--- src/rtl/sram_writer.sv ---
// sram_writer: write-side sequencer for the external asynchronous SRAM.
// CPU byte writes are queued in a small FIFO. Each queued entry becomes one
// timed write cycle: address/data setup, WE# low pulse, then hold. Between
// write cycles the bus is released so the VGA reader can use it.
//
// Ports:
//   clk          system clock
//   reset        synchronous active-high reset
//   req_valid    write request present
//   req_ready    FIFO can accept a request (registered count, not full)
//   req_addr     target address
//   req_data     byte to write
//   rd_req       VGA reader wants the bus; wins whenever this block is idle
//   bus_own      1 = top-level address mux selects sram_addr
//   sram_addr    registered write address
//   sram_data_o  registered write data
//   sram_data_oe 1 = drive the SRAM data pins
//   sram_we_n    active-low write enable
//   pending      entries queued, not counting the write in flight
//   idle         FIFO empty and no write in progress
module sram_writer #(
  parameter int unsigned ADDR_W     = 21,
  parameter int unsigned DATA_W     = 8,
  parameter int unsigned SETUP      = 2,
  parameter int unsigned PULSE      = 3,
  parameter int unsigned HOLD       = 1,
  parameter int unsigned DEPTH_LOG2 = 2
) (
  input  logic                  clk,
  input  logic                  reset,
  input  logic                  req_valid,
  output logic                  req_ready,
  input  logic [ADDR_W-1:0]     req_addr,
  input  logic [DATA_W-1:0]     req_data,
  input  logic                  rd_req,
  output logic                  bus_own,
  output logic [ADDR_W-1:0]     sram_addr,
  output logic [DATA_W-1:0]     sram_data_o,
  output logic                  sram_data_oe,
  output logic                  sram_we_n,
  output logic [DEPTH_LOG2:0]   pending,
  output logic                  idle
);

  localparam int unsigned         DEPTH    = 1 << DEPTH_LOG2;
  localparam logic [DEPTH_LOG2:0] FULL     = (DEPTH_LOG2 + 1)'(DEPTH);
  localparam logic [3:0]          SETUP_LD = 4'(SETUP - 1);
  localparam logic [3:0]          PULSE_LD = 4'(PULSE - 1);
  localparam logic [3:0]          HOLD_LD  = 4'(HOLD - 1);

  typedef enum logic [1:0] {
    ST_IDLE,
    ST_SETUP,
    ST_PULSE,
    ST_HOLD
  } state_t;

  state_t                state;
  state_t                state_next;
  logic [3:0]            phase_cnt;
  logic [3:0]            phase_cnt_next;

  logic [ADDR_W-1:0]     fifo_addr [DEPTH];
  logic [DATA_W-1:0]     fifo_data [DEPTH];
  logic [DEPTH_LOG2-1:0] wr_ptr;
  logic [DEPTH_LOG2-1:0] rd_ptr;
  logic [DEPTH_LOG2:0]   count;

  logic                  push;
  logic                  pop;
  logic                  own;
  logic                  own_next;
  logic                  we_n_next;

  // Ready depends only on the registered count; a same-cycle pop never
  // opens a slot for the request presented in that cycle.
  assign req_ready = (count != FULL);
  assign push      = req_valid & req_ready;
  assign pop       = (state == ST_IDLE) & (count != '0) & ~rd_req;

  assign pending      = count;
  assign idle         = (count == '0) & (state == ST_IDLE);
  assign bus_own      = own;
  assign sram_data_oe = own;

  // FIFO storage (no reset needed; validity is tracked by count)
  always_ff @(posedge clk) begin
    if (push) begin
      fifo_addr[wr_ptr] <= req_addr;
      fifo_data[wr_ptr] <= req_data;
    end
  end

  // FIFO pointers and occupancy
  always_ff @(posedge clk) begin
    if (reset) begin
      wr_ptr <= '0;
      rd_ptr <= '0;
      count  <= '0;
    end else begin
      if (push) begin
        wr_ptr <= wr_ptr + DEPTH_LOG2'(1);
      end
      if (pop) begin
        rd_ptr <= rd_ptr + DEPTH_LOG2'(1);
      end
      case ({push, pop})
        2'b10:   count <= count + (DEPTH_LOG2 + 1)'(1);
        2'b01:   count <= count - (DEPTH_LOG2 + 1)'(1);
        default: count <= count;
      endcase
    end
  end

  // FSM: state register
  always_ff @(posedge clk) begin
    if (reset) begin
      state     <= ST_IDLE;
      phase_cnt <= '0;
    end else begin
      state     <= state_next;
      phase_cnt <= phase_cnt_next;
    end
  end

  // FSM: next state and phase counter
  always_comb begin
    state_next     = state;
    phase_cnt_next = phase_cnt;
    case (state)
      ST_IDLE: begin
        if (pop) begin
          state_next     = ST_SETUP;
          phase_cnt_next = SETUP_LD;
        end
      end
      ST_SETUP: begin
        if (phase_cnt == '0) begin
          state_next     = ST_PULSE;
          phase_cnt_next = PULSE_LD;
        end else begin
          phase_cnt_next = phase_cnt - 4'd1;
        end
      end
      ST_PULSE: begin
        if (phase_cnt == '0) begin
          state_next     = ST_HOLD;
          phase_cnt_next = HOLD_LD;
        end else begin
          phase_cnt_next = phase_cnt - 4'd1;
        end
      end
      ST_HOLD: begin
        if (phase_cnt == '0) begin
          state_next = ST_IDLE;
        end else begin
          phase_cnt_next = phase_cnt - 4'd1;
        end
      end
      default: begin
        state_next     = ST_IDLE;
        phase_cnt_next = '0;
      end
    endcase
  end

  // FSM: outputs. Pin controls are decoded from the next state and then
  // registered, so each pin changes on the same edge as the state it tracks.
  always_comb begin
    own_next  = (state_next != ST_IDLE);
    we_n_next = (state_next != ST_PULSE);
  end

  always_ff @(posedge clk) begin
    if (reset) begin
      own         <= 1'b0;
      sram_we_n   <= 1'b1;
      sram_addr   <= '0;
      sram_data_o <= '0;
    end else begin
      own       <= own_next;
      sram_we_n <= we_n_next;
      if (pop) begin
        sram_addr   <= fifo_addr[rd_ptr];
        sram_data_o <= fifo_data[rd_ptr];
      end
    end
  end

endmodule
--- config.mk ---
export PLATFORM = sky130hd
export DESIGN_NAME = sram_writer
export DESIGN_NICKNAME = d
export VERILOG_FILES = /design/src/rtl/sram_writer.sv
export SDC_FILE = /design/constraint.sdc
export NUM_CORES = 1
export LEC_CHECK = 0
export CORE_MARGIN = 8
export CORE_UTILIZATION = 52
export CTS_BUF_LIST = sky130_fd_sc_hd__clkbuf_16
export CTS_CLUSTER_SIZE = 25
export DETAILED_ROUTE_END_ITERATION = 7
export DONT_BUFFER_PORTS = 1
export HOLD_SLACK_MARGIN = 0.03
export PLACE_DENSITY = 0.72
export SYNTH_ARGS = -nofsm -noshare
export SYNTH_HDL_FRONTEND = slang
export SYNTH_SLANG_ARGS = --single-unit
--- constraint.sdc ---
create_clock -name clk -period 3.05 [get_ports clk]
set_input_delay 0.1525 -clock clk [delete_from_list [all_inputs] [get_ports clk]]
set_output_delay 0.1525 -clock clk [all_outputs]
set_load 0.02 [all_outputs]
== After elaboration in Yosys (flattened, before gate mapping) ==
Memory sizes are Yosys's and may differ from the RTL's. A register that Yosys moved wholly into a read port is not among the register bits.
Cells that the tools add are included.

* $add $sub $neg: 5
* Equality and inequality tests: 9
* Muxes and demuxes: 13
* Bitwise logic cells: 5
* Reductions and logical operators: 7

{| class="wikitable"
|+ Operator list
! kind !! count
|-
| $mux W4 || 4
|-
| $pmux W4 S4 || 1
|-
| $mux W2 || 4
|-
| $pmux W2 S4 || 1
|-
| $eq A2 B2 Y1 const B || 3
|-
| $ne A2 B2 Y1 const B || 3
|-
| $pmux W3 S2 || 1
|-
| $add A2 B1 Y2 const B || 2
|-
| $and A1 B1 Y1 || 4
|-
| $eq A2 B1 Y1 const B || 2
|-
| $logic_not A4 Y1 || 1
|-
| $reduce_bool A2 Y1 || 2
|-
| $sub A4 B1 Y4 const B || 1
|-
| $add A3 B1 Y3 const B || 1
|-
| $logic_not A3 Y1 || 1
|-
| $ne A3 B3 Y1 const B || 1
|-
| $reduce_bool A3 Y1 || 1
|-
| $sub A3 B1 Y3 const B || 1
|-
| $logic_not A2 Y1 || 1
|-
| $mux W1 || 2
|-
| $reduce_and A2 Y1 || 1
|-
| $not A1 Y1 || 1
|}

* Bits in registers: 15
* Memory bits (writable): 116
* Input port bits: 33
* Memories kept: 2

{| class="wikitable"
|+ Memory list
! memory !! depth !! bits a word !! rd ports !! clocked after memory_dff !! wr ports !! RTL line !! source
|-
| fifo_addr || 4 || 21 || 1 || 1 || 1 || 63 || <nowiki>logic [ADDR_W-1:0] fifo_addr [DEPTH];</nowiki>
|-
| fifo_data || 4 || 8 || 1 || 1 || 1 || 64 || <nowiki>logic [DATA_W-1:0] fifo_data [DEPTH];</nowiki>
|}

== Logic depth before layout (Yosys ltp) ==
Gate-level depths: netlist of the first run.

* Depth after elaboration: 6
* Depth in mapped cells: 11
* Gate-level depth less buffers: 9

== Worst setup path after synthesis of the first run ==
OpenSTA, ideal clock, no wires.

* Path kind: register to register
* From: reg count[2], in the netlist pending[2]
* To: reg count[2], in the netlist pending[2]
* Arrival time: 2.303 ns
* Data required time: 2.980 ns
* Path slack: 0.677 ns
* Cell stages (with the launch flop): 10
* Period minus slack after synthesis: 2.373 ns
* Path through: dfxtp_1 or3b_4 and2_4 inv_2 ha_1 inv_1 fa_1 xor2_1 or3_1 a21oi_1

* Elaborated cells between the ends (all ways): 11

{| class="wikitable"
|+ RTL lines
! what !! RTL line !! source
|-
| start: declaration || 67 || <nowiki>logic [DEPTH_LOG2:0] count;</nowiki>
|-
| start signal: assignment || 108 || <nowiki>2'b10: count <= count + (DEPTH_LOG2 + 1)'(1);</nowiki>
|-
| start signal: assignment || 109 || <nowiki>2'b01: count <= count - (DEPTH_LOG2 + 1)'(1);</nowiki>
|-
| start signal: assignment || 110 || <nowiki>default: count <= count;</nowiki>
|-
| $ne A3 B3 Y1 (*) || 77 || <nowiki>assign req_ready = (count != FULL);</nowiki>
|-
| via req_ready || 32 || <nowiki>output logic req_ready,</nowiki>
|-
| $and A1 B1 Y1 (*) || 78 || <nowiki>assign push = req_valid & req_ready;</nowiki>
|-
| $eq A2 B1 Y1 / $eq A2 B2 Y1 (equally long branches) || 107 || <nowiki>case ({push, pop})</nowiki>
|-
| $pmux W3 S2 / $reduce_bool A2 Y1 (equally long branches) || n/a ||
|}

The timed path passes the listed nets; every way through them passes the cells marked *.
A chain may end at the register's enable or synchronous reset.

== Worst setup path in the final report of the first run ==
Ends and elaborated chain as after synthesis.

==> results by group, run 1 <==
Status
  • Status: finished clean

Clock tree
  • Htree depth: 4
  • Clock slew at reported path FFs: 0.06 ns
  • Worst-Skew Late Latency: between 0.4 and 0.5 ns
  • Root buffer cell: clkbuf_16
  • TritonCTS Sinks: between 150 and 200
  • Setup bufs post-CTS: 0
  • Cts bufs inserted: 17
  • CTS tree: done
  • CTS resizes: 0
  • Bufs on Longest Clock Path: 2

STA
  • Slew Limit Fails: 0
  • Tmin final: between 2 and 3 ns
  • Count of final hold-check violations: 0
  • Final setup fails: 0
  • TNS Setup: 0 ns
  • F_max: between 0.3 and 0.4 GHz
  • Worst Skew: 0.004676 ns
  • Slew margin rel.: 43.99%
  • RSZ-0062 raised after global routing: no
  • Hold WS: approximately 0.44 ns
  • Measured slew at the worst slew-check pin: 0.8402 ns
  • Tcrit/Tclk final: between 80 and 90%

Yosys
  • Syn Area/Cell: roughly 16 µm²
  • Dominant synthesized flop cell: edfxtp_1
  • Top cells by count, synth: edfxtp_1, nand2_1, dfxtp_1
  • Syn. warnings: 0
  • Largest area contributor in the netlist: edfxtp_1
  • Post-synth ARST share: 0%
  • Synth cell types: 37
  • Seq/Total Area, Yosys: between 70 and 80%
  • Post-Synthesis Net Count: 415
  • Synthesis-stage register bit count: 160
  • Top cell type's share of synthesized area: 57.74%
  • Top-count cell post-synth: edfxtp_1
  • Mapped Cells: 374
  • Number of enable flip-flop cells after synthesis: about 120
  • Synth area leaders: edfxtp_1, dfxtp_1, mux4_2, nand2_1, a21oi_1
  • Synthesized area: approximately 6000 µm²

Flow run
  • Max Cap Viol: 0

Detailed routing
  • Routed wire length: 10.76 mm
  • Routed Antenna Nets: 0
  • Starting DRT DRC Count: slightly above 200
  • DRC: 0
  • Drt pass-1 iters: 4
  • Via count: 3,083
  • Avg WL per Cell: about 19 µm
  • DR vias/cell: around 5.5

Critical path
  • Worst R2R Start: pending[2]$_SDFFE_PP0P_
  • Worst Path Buf+Inv: 2
  • Arrival @ worst endpoint: 2.87 ns
  • Worst path slowest cell: or3b_4
  • Worst-path cell chain: or3b_4, and2_4, inv_2, ha_1, inv_1, fa_1, xor2_1, or3_1, a21oi_1
  • Top cell family by delay on the critical path: simple AND/OR/NAND/NOR gates
  • R2r setup slk: between 0.5 and 0.6 ns
  • Cell depth of the worst setup path: 9
  • Endpoint class of the critical path: flip-flop
  • FF-to-FF path depth: 9
  • WS Path Type: flip-flop to flip-flop
  • Critical Path Start: pending[2]$_SDFFE_PP0P_
  • CP endpoint: pending[2]$_SDFFE_PP0P_
  • R2r endpoint: pending[2]$_SDFFE_PP0P_
  • Startpoint Class: flip-flop
  • CP max stage delay: about 0.50 ns
  • CP max FO: 6
  • CP Data Required Time: about 3.4 ns

Global routing
  • First-pass GRT wire length: 17.25 mm
  • Vias in the first global route: about 3,300
  • Initial antenna violation count: 0
  • Largest net degree at the start of global routing: 46
  • Total gr overflow: 0
  • Overall routing resource usage: ~16%

Power
  • Power Total: 0.005965 W
  • Leak: 2.343 nW
  • Pwr/cell area: between 800 and 900 nW/µm²
  • Peak VDD IR: between 0.5 and 0.6 mV

Floorplanning
  • Cell row count: 39
  • Die height: about 120 µm
  • Initial core utilization: between 50 and 60%
  • I/O pin count: 70
  • Core ar.: about 11,000 µm²
  • Total die area: between 15,000 and 20,000 µm²
  • Die width: 123.7 µm

Layout
  • Share of cells above drive strength 1: between 10% and 20%
  • Diode count: 0
  • Nets: 450
  • Area added between synthesis and finish: 15.51%

Placement
  • IO buf count: 0
  • GPL Wtd Cong: between 0.7 and 0.8
  • Hpwl dp: 6.433 mm

Min path
  • Worst Hold Class: input port to flip-flop
[stage by stage]
| stage | cell area [µm²] | std cells | util (%) | worst slack (ns) |
|---|---|---|---|---|
| 6_report | 6969 | 565 | 61.30 | 0.5315 |
| 5_1_grt | 6969 | 565 | 61.30 | 0.3742 |
| 4_1_cts | 6969 | 565 | 61.30 | 0.5042 |
| 3_5_place_dp | 6145 | 500 | 54.04 | 0.5121 |
| 3_3_place_gp | 6145 | 500 | 54.04 | 0.6037 |
| 2_1_floorplan | 6033 | 374 | - | 0.6770 |
[report_power, final]
group | total [W] | internal [W] | switching, W
clock network | 0.00173 | 0.000993 | 0.000740
registers | 0.00308 | 0.00268 | 0.000397
logic | 0.00115 | 0.000509 | 0.000643
total | 0.00597 | 0.00418 | 0.00178
[state kept, by name, summed over array words and instances, names as in the netlist]
name	cells
bus_own	1
fifo_addr	84
fifo_data	32
pending	3
phase_cnt	4
rd_ptr	2
sram_addr	21
sram_data_o	8
sram_we_n	1
state	2
wr_ptr	2
[worst reg2reg max path: cells and delay by family (launching register included)]
family | cells | cell delay, ns
adders and majority gates | 2 | 0.54
AOI/OAI and AO/OA | 1 | 0.15
and+or+nand+nor | 3 | 1.00
xor gates and xnor gates | 1 | 0.15
buffers and inverters | 2 | 0.11
DFF | 1 | 0.49
[cells by family (layout without fill, tap and decap cells)]
| logic type | Yosys count | count (layout) | share of synthesized area [%] |
|---|---|---|---|
| mux | 30 | 30 | 11.01 |
| simple gates | 94 | 94 | 7.383 |
| compound gates | 45 | 45 | 4.106 |
| fa+ha+maj | 8 | 8 | 1.783 |
| xor+xnor | 6 | 6 | 0.8710 |
| flops | 160 | 160 | 72.34 |
| buf+inv | 31 | 79 | 2.509 |
[routing by layer]
| layer | wire, µm | track usage (%) | vias to the layer above |
|---|---|---|---|
| met2 | 5640 | 26.32 | 62 |
| met3 | 616 | 4.941 | 15 |
| met1 | 4321 | 17.27 | 1549 |
| met5 | 0 | 0 | - |
| li1 | - | - | 1457 |
| met4 | 182 | 8.202 | 0 |
[worst min-delay path by stage]
stage,from,endpoint,slack [ns],cells after the start
after floorplan,req_addr[0],fifo_addr[0][0]$_DFFE_PP_,0.25,0
after global placement,reset,rd_ptr[0]$_SDFFE_PP0P_,0.23,1
after detailed placement,reset,sram_addr[10]$_SDFFE_PP0P_,0.23,1
after CTS,req_data[3],fifo_data[2][3]$_DFFE_PP_,0.43,1
after global routing,req_data[6],fifo_data[2][6]$_DFFE_PP_,0.44,1
final,req_valid,fifo_addr[0][4]$_DFFE_PP_,0.44,1
[cell type report]
cell class	instances	area (µm²)
tap	143	178.9
inverter	11	41.29
timing repair buffer	36	375.4
sequential	160	4367
clock inverter	15	58.81
clock buffer	17	425.4
fill	865	4400
multi-input combinational	183	1523
[timing repair]
item	4_1_cts	5_1_grt
hold buffers	33	0
hold endpoints to repair	160	0
endpoints found under the setup margin	0	0
[placed cells by master, fill, tap and decap left out, types with 4 or more instances in the layout]
cell,count
dfxtp_1,42
xor2_1,4
inv_1,22
dlygate4sd3_1,32
o21ai_0,4
clkbuf_16,17
ha_1,7
nand2_1,62
and3_2,4
edfxtp_1,116
mux4_2,29
nor2_1,10
a21oi_1,35
Power figures use the tool's default switching activity.
==> run 2, diff against run 1 <==
clock period = 2.5 ns   (was 3.05 ns; I/O delays follow)
==> run 2 against run 1 <==
Net effect: utilization is 1.1 points higher; setup slack worse by 0.40 ns; combinational power rose by 29%; maximum frequency grew 6.5%; largest power group unchanged; wire length grew 5.4%; clock skew grew 0.014 ns; total power up 30%; global-route usage is 0.34 points higher.
==> results by group, run 2 (same netlist as run 1, synthesis figures left out) <==
Power
  • Power Total: 0.007741 W
  • Leak: approximately 2.4 nW
  • Internal power: about 0.0055 W
  • Clock network power share: about 33%
  • Sw frac: about 29%
  • Pwr/cell area: about 1100 nW/µm²
  • Seq pwr share: 48.3%
  • Logic pwr share: 19.2%
  • Switching power of the nets: 0.002278 W
  • Peak VDD IR: 0.6557 mV

Min path
  • Worst Hold Class: input port to flip-flop
  • Hold Crit Endpoint: fifo_addr[0][3]$_DFFE_PP_
  • Hold depth: 1
  • Min-delay src: req_valid

Floorplanning
  • Die height: 123.7 µm
  • Total die area: approximately 15,000 µm²
  • I/O pin count: 70
  • Cell row count: 39
  • Core ar.: 11,370 µm²
  • Die width: 123.7 µm
  • Initial core utilization: 53.06%

Layout
  • Multi-input gate area: about 1500 µm²
  • Share of cells above drive strength 1: between 10% and 20%
  • Top reg by flops: fifo_addr
  • Fill cells: about 840
  • Commonest non-fill, non-tap cell in the layout: edfxtp_1
  • Diode count: 0
  • Nets: 454
  • Largest regs: fifo_addr (84), fifo_data (32), sram_addr (21)
  • Area added between synthesis and finish: 17.59%
  • FF/Latch Area: 4367 µm²
  • Most frequent cells in the layout: edfxtp_1, nand2_1, dfxtp_1, a21oi_1, dlygate4sd3_1
  • Max reg flops: between 80 and 90

STA
  • Slew margin rel.: roughly 44%
  • Count of final hold-check violations: 0
  • TNS Setup: 0 ns
  • Tmin final: around 2.4 ns
  • Worst Skew: approximately 0.018 ns
  • RSZ-0062 raised after global routing: no
  • Tcrit/Tclk final: around 95%
  • Final worst slack: between 0.1 and 0.15 ns
  • Measured slew at the worst slew-check pin: roughly 0.83 ns
  • Slew Limit Fails: 0
  • Final setup fails: 0
  • F_max: 0.4228 GHz

Critical path
  • R2r endpoint: pending[2]$_SDFFE_PP0P_
  • CP Data Required Time: ~2.8 ns
  • R2r setup slk: 0.13 ns
  • Startpoint Class: flip-flop
  • Endpoint class of the critical path: flip-flop
  • FF-to-FF path depth: 9
  • WS Path Type: flip-flop to flip-flop
  • Arrival @ worst endpoint: 2.71 ns
  • CP max FO: 6
  • Worst R2R Start: pending[2]$_SDFFE_PP0P_

Global routing
  • Overall routing resource usage: between 10% and 20%
  • Total gr overflow: 0
  • First-pass GRT wire length: about 18 mm
  • Largest net degree at the start of global routing: between 40 and 50
  • Initial antenna violation count: 0
  • Vias in the first global route: approximately 3,400

Placement
  • Hpwl dp: 6.537 mm
  • Pre-CTS WS: 0.1367 ns
  • IO buf count: 0
  • GPL Wtd Cong: about 0.8

Clock tree
  • Root buffer cell: clkbuf_16
  • CTS tree: done
  • Clock slew at reported path FFs: approximately 0.060 ns
  • TritonCTS Sinks: between 150 and 200
  • Bufs on Longest Clock Path: 2
  • Cts bufs inserted: 17
  • Worst-Skew Late Latency: 0.42 ns
  • Htree depth: 4
  • Setup bufs post-CTS: 0

Detailed routing
  • Avg WL per Cell: ~20 µm
  • Via count: around 3,200
  • DRC: 0
  • Routed wire length: roughly 11 mm
  • DR vias/cell: between 5 and 6
  • Drt pass-1 iters: 4
  • Routed Antenna Nets: 0
  • Starting DRT DRC Count: between 200 and 300

Status
  • Status: finished clean

Flow run
  • Max Cap Viol: 0
run 2: changes by cell type in the layout (fill, tap and decap cells not counted), sizes merged:
cell	delta
dlygate4sd3	+1
buf	+3
inv	-12
clkinvlp	+1
bufinv	+3
clkinv	+8
run 2: worst max-delay path, cell delays in order (launching register included):
cell	delay, ns
dfxtp_1	0.38
or3b_4	0.47
and2_4	0.20
inv_2	0.05
ha_1	0.17
inv_1	0.06
fa_1	0.37
xor2_1	0.15
or3_1	0.31
a21oi_1	0.14
run 2: worst max-delay path by stage:
stage	start	end	slack (ns)	cells after the start
2_1_floorplan	pending[2]$_SDFFE_PP0P_	pending[2]$_SDFFE_PP0P_	0.13	9
4_1_cts	pending[2]$_SDFFE_PP0P_	pending[2]$_SDFFE_PP0P_	0.13	9
3_3_place_gp	pending[2]$_SDFFE_PP0P_	pending[2]$_SDFFE_PP0P_	0.21	9
5_1_grt	pending[2]$_SDFFE_PP0P_	pending[2]$_SDFFE_PP0P_	0.01	9
3_5_place_dp	pending[2]$_SDFFE_PP0P_	pending[2]$_SDFFE_PP0P_	0.14	9
6_report	pending[2]$_SDFFE_PP0P_	pending[2]$_SDFFE_PP0P_	0.13	9
run 2: repair_timing:
action | 4_1_cts | 5_1_grt
resized for setup | 0 | 0
hold buffers | 34 | 0
hold endpoints to repair | 160 | 0
run 2: cell type report:
class	instances	share of cell area, %
clock buffers	17	5.996
clock inverters	15	2.134
inverters	11	0.5820
multi-input cells	183	21.46
flip-flops and latches	160	61.55
well taps	143	2.522
repair buffers	40	5.750
run 2: layer usage:
layer / routed length (µm) / part of all wire [%] / up-vias / GRT usage, %
met4: 162 / 1.4 / 0 / 7.148
met1: 4405 / 39 / 1607 / 17.12
met3: 730 / 6.4 / 12 / 4.896
li1: - / - / 1470 / -
met2: 6042 / 53 / 76 / 28.13
met5: 0 / 0 / - / 0
run 2: power by group through the flow:
| stage | clock network (W) | registers, W | logic [W] |
|---|---|---|---|
| 4_1_cts | 0.00256 | 0.00375 | 0.00150 |
| 3_5_place_dp | 0 | 0.00380 | 0.00141 |
| 6_report | 0.00252 | 0.00374 | 0.00148 |
| 3_3_place_gp | 0 | 0.00378 | 0.00139 |
| 5_1_grt | 0.00267 | 0.00379 | 0.00165 |
| 2_1_floorplan | 0 | 0.00366 | 0.00122 |
run 2: metrics by stage:
step | hold slack [ns] | instance area [µm²] | cells | util (%)
2_1_floorplan | 0.2239 | 6033 | 374 | -
3_3_place_gp | 0.1974 | 6167 | 503 | 54.24
3_5_place_dp | 0.2010 | 6167 | 503 | 54.24
4_1_cts | 0.4033 | 7094 | 569 | 62.40
5_1_grt | 0.4215 | 7094 | 569 | 62.40
6_report | 0.4158 | 7094 | 569 | 62.40
==> run 3, diff against run 2 <==
clock period = 3.03 ns   (was 2.5 ns; I/O delays follow)
==> run 3 against run 2 <==
Net effect: die area is the same; critical path depth did not move; total power down 18%; non-clock buffer count down 3; largest cell class unchanged; maximum frequency fell by 5.8%; hold slack improved by 0.014 ns.
==> results by group, run 3 (same netlist as run 1, synthesis figures left out) <==
Critical path
  • CP Data Required Time: 3.37 ns
  • CP max FO: 6
  • Startpoint Class: flip-flop
  • WS Path Type: flip-flop to flip-flop
  • Arrival @ worst endpoint: ~2.9 ns
  • Worst R2R Start: pending[2]$_SDFFE_PP0P_
  • Critical Path Start: pending[2]$_SDFFE_PP0P_
  • Endpoint class of the critical path: flip-flop

Layout
  • Area added between synthesis and finish: 17.32%
  • Diode count: 0
  • Most frequent cells in the layout: edfxtp_1, nand2_1, dfxtp_1, a21oi_1, dlygate4sd3_1
  • Top reg by flops: fifo_addr
  • Final std cells w/o fill: about 570
  • Largest regs: fifo_addr (84), fifo_data (32), sram_addr (21)
  • Nets: ~450
  • Share of cells above drive strength 1: 17.26%
  • Commonest non-fill, non-tap cell in the layout: edfxtp_1
  • Max reg flops: 84

STA
  • RSZ-0062 raised after global routing: no
  • Worst Skew: approximately 0.012 ns
  • Final worst slack: 0.5190 ns
  • Tcrit/Tclk final: roughly 83%
  • Slew margin rel.: a little under half
  • Measured slew at the worst slew-check pin: between 0.8 and 0.9 ns
  • TNS Setup: 0 ns
  • Tmin final: roughly 2.5 ns
  • F_max: about 0.4 GHz
  • Final setup fails: 0
  • Count of final hold-check violations: 0
  • Slew Limit Fails: 0

Detailed routing
  • Drt pass-1 iters: 4
  • Met1 wire length: roughly 4.6 mm
  • DRC: 0
  • Routed wire length: about 11 mm
  • Starting DRT DRC Count: about 280
  • Met2 WL post-DR: approximately 5.7 mm
  • DR WL met3: 688 µm
  • Routed Antenna Nets: 0
  • Avg WL per Cell: a little under 20 µm
  • Via count: around 3,100
  • DR vias/cell: around 5.5
  • Top Layer Used: met4

Clock tree
  • Root buffer cell: clkbuf_16
  • Worst-Skew Late Latency: about 0.42 ns
  • Cts bufs inserted: 17
  • CTS tree: done
  • CTS resizes: 0
  • Bufs on Longest Clock Path: 2
  • Clock slew at reported path FFs: 0.06 ns
  • Htree depth: 4
  • Setup bufs post-CTS: 0
  • TritonCTS Sinks: 160

Placement
  • Hpwl dp: between 6 and 7 mm
  • Inst Count DP: 500
  • Pre-CTS WS: about 0.52 ns
  • IO buf count: 0
  • GPL Wtd Cong: between 0.7 and 0.8

Power
  • Power Total: roughly 0.0064 W
  • Switching power of the nets: 0.001842 W
  • Sw frac: between 20% and 30%
  • Leak: 2.365 nW
  • Logic pwr share: approximately 18%
  • Peak VDD IR: ~0.54 mV
  • Internal power: approximately 0.0045 W
  • Pwr/cell area: approximately 900 nW/µm²
  • Seq pwr share: between 40 and 50%
  • Clock network power share: 32.9%

Flow run
  • Max Cap Viol: 0

Floorplanning
  • Core ar.: between 10,000 and 15,000 µm²
  • I/O pin count: 70
  • Die width: 123.7 µm
  • Die height: roughly 120 µm
  • Total die area: roughly 15,000 µm²
  • Initial core utilization: a little over half
  • Cell row count: 39

Global routing
  • First-pass GRT wire length: roughly 18 mm
  • Vias in the first global route: about 3,300
  • Initial antenna violation count: 0
  • Largest net degree at the start of global routing: 46
  • Total gr overflow: 0
  • Overall routing resource usage: between 10% and 20%

Status
  • Status: finished clean

Min path
  • Min-delay src: req_valid
  • Worst Hold Class: input port to flip-flop
run 3: changes by cell type in the layout (fill, tap and decap cells not counted), sizes merged:
cell / before / now
buf: 7 / 4
clkinv: 10 / 6
clkinvlp: 1 / 0
inv: 12 / 16
clkbuf: 17 / 18
run 3: power groups by stage:
stage	combinational [W]	clock (W)	sequential (W)
after floorplan	0.00100	0	0.00302
final	0.00117	0.00210	0.00310
after global placement	0.00110	0	0.00314
after detailed placement	0.00112	0	0.00316
after global routing	0.00132	0.00222	0.00315
after CTS	0.00119	0.00214	0.00311
run 3: worst paths after layout:
kind / slack, ns / to / cells after the start
min: 0.43 / fifo_addr[0][17]$_DFFE_PP_ / 1
min reg2reg: 0.51 / wr_ptr[1]$_SDFFE_PP0P_ / 2
max: 0.52 / pending[2]$_SDFFE_PP0P_ / 9
max reg2reg: 0.52 / pending[2]$_SDFFE_PP0P_ / 9
run 3: what timing repair did:
item / CTS / global route
hold buffers: 34 / 0
setup endpoints to repair: 0 / 0
endpoints found under the hold margin: 160 / 0
run 3: routing by layer:
| layer | GRT usage, % | vias up |
|---|---|---|
| met5 | 0 | - |
| met4 | 7.223 | 0 |
| met3 | 5.032 | 10 |
| met2 | 26.02 | 69 |
| met1 | 18.60 | 1555 |
| li1 | - | 1462 |
run 3: final cells by class:
| cell class | count | area (µm²) |
|---|---|---|
| sequential | 160 | 4367 |
| clock buffer | 18 | 450.4 |
| tap | 143 | 178.9 |
| inverter | 11 | 41.29 |
| timing repair buffer | 37 | 385.4 |
| multi-input combinational | 183 | 1523 |
| fill | 835 | 4292 |
| clock inverter | 14 | 132.6 |
run 3: per-stage QoR:
stage | instance area, µm² | utilization, % | hold WS (ns)
final | 7078 | 62.25 | 0.4301
after global routing | 7078 | 62.25 | 0.4446
after CTS | 7078 | 62.25 | 0.4259
after detailed placement | 6145 | 54.04 | 0.2280
after global placement | 6145 | 54.04 | 0.2228
after floorplan | 6033 | - | 0.2504
run 3: worst max-delay path: stages (launching register included):
cell	delay (ns)
dfxtp_1	0.50
or3b_4	0.50
and2_4	0.20
inv_2	0.05
ha_1	0.17
inv_1	0.06
fa_1	0.37
xor2_1	0.15
or3_1	0.30
a21oi_1	0.14
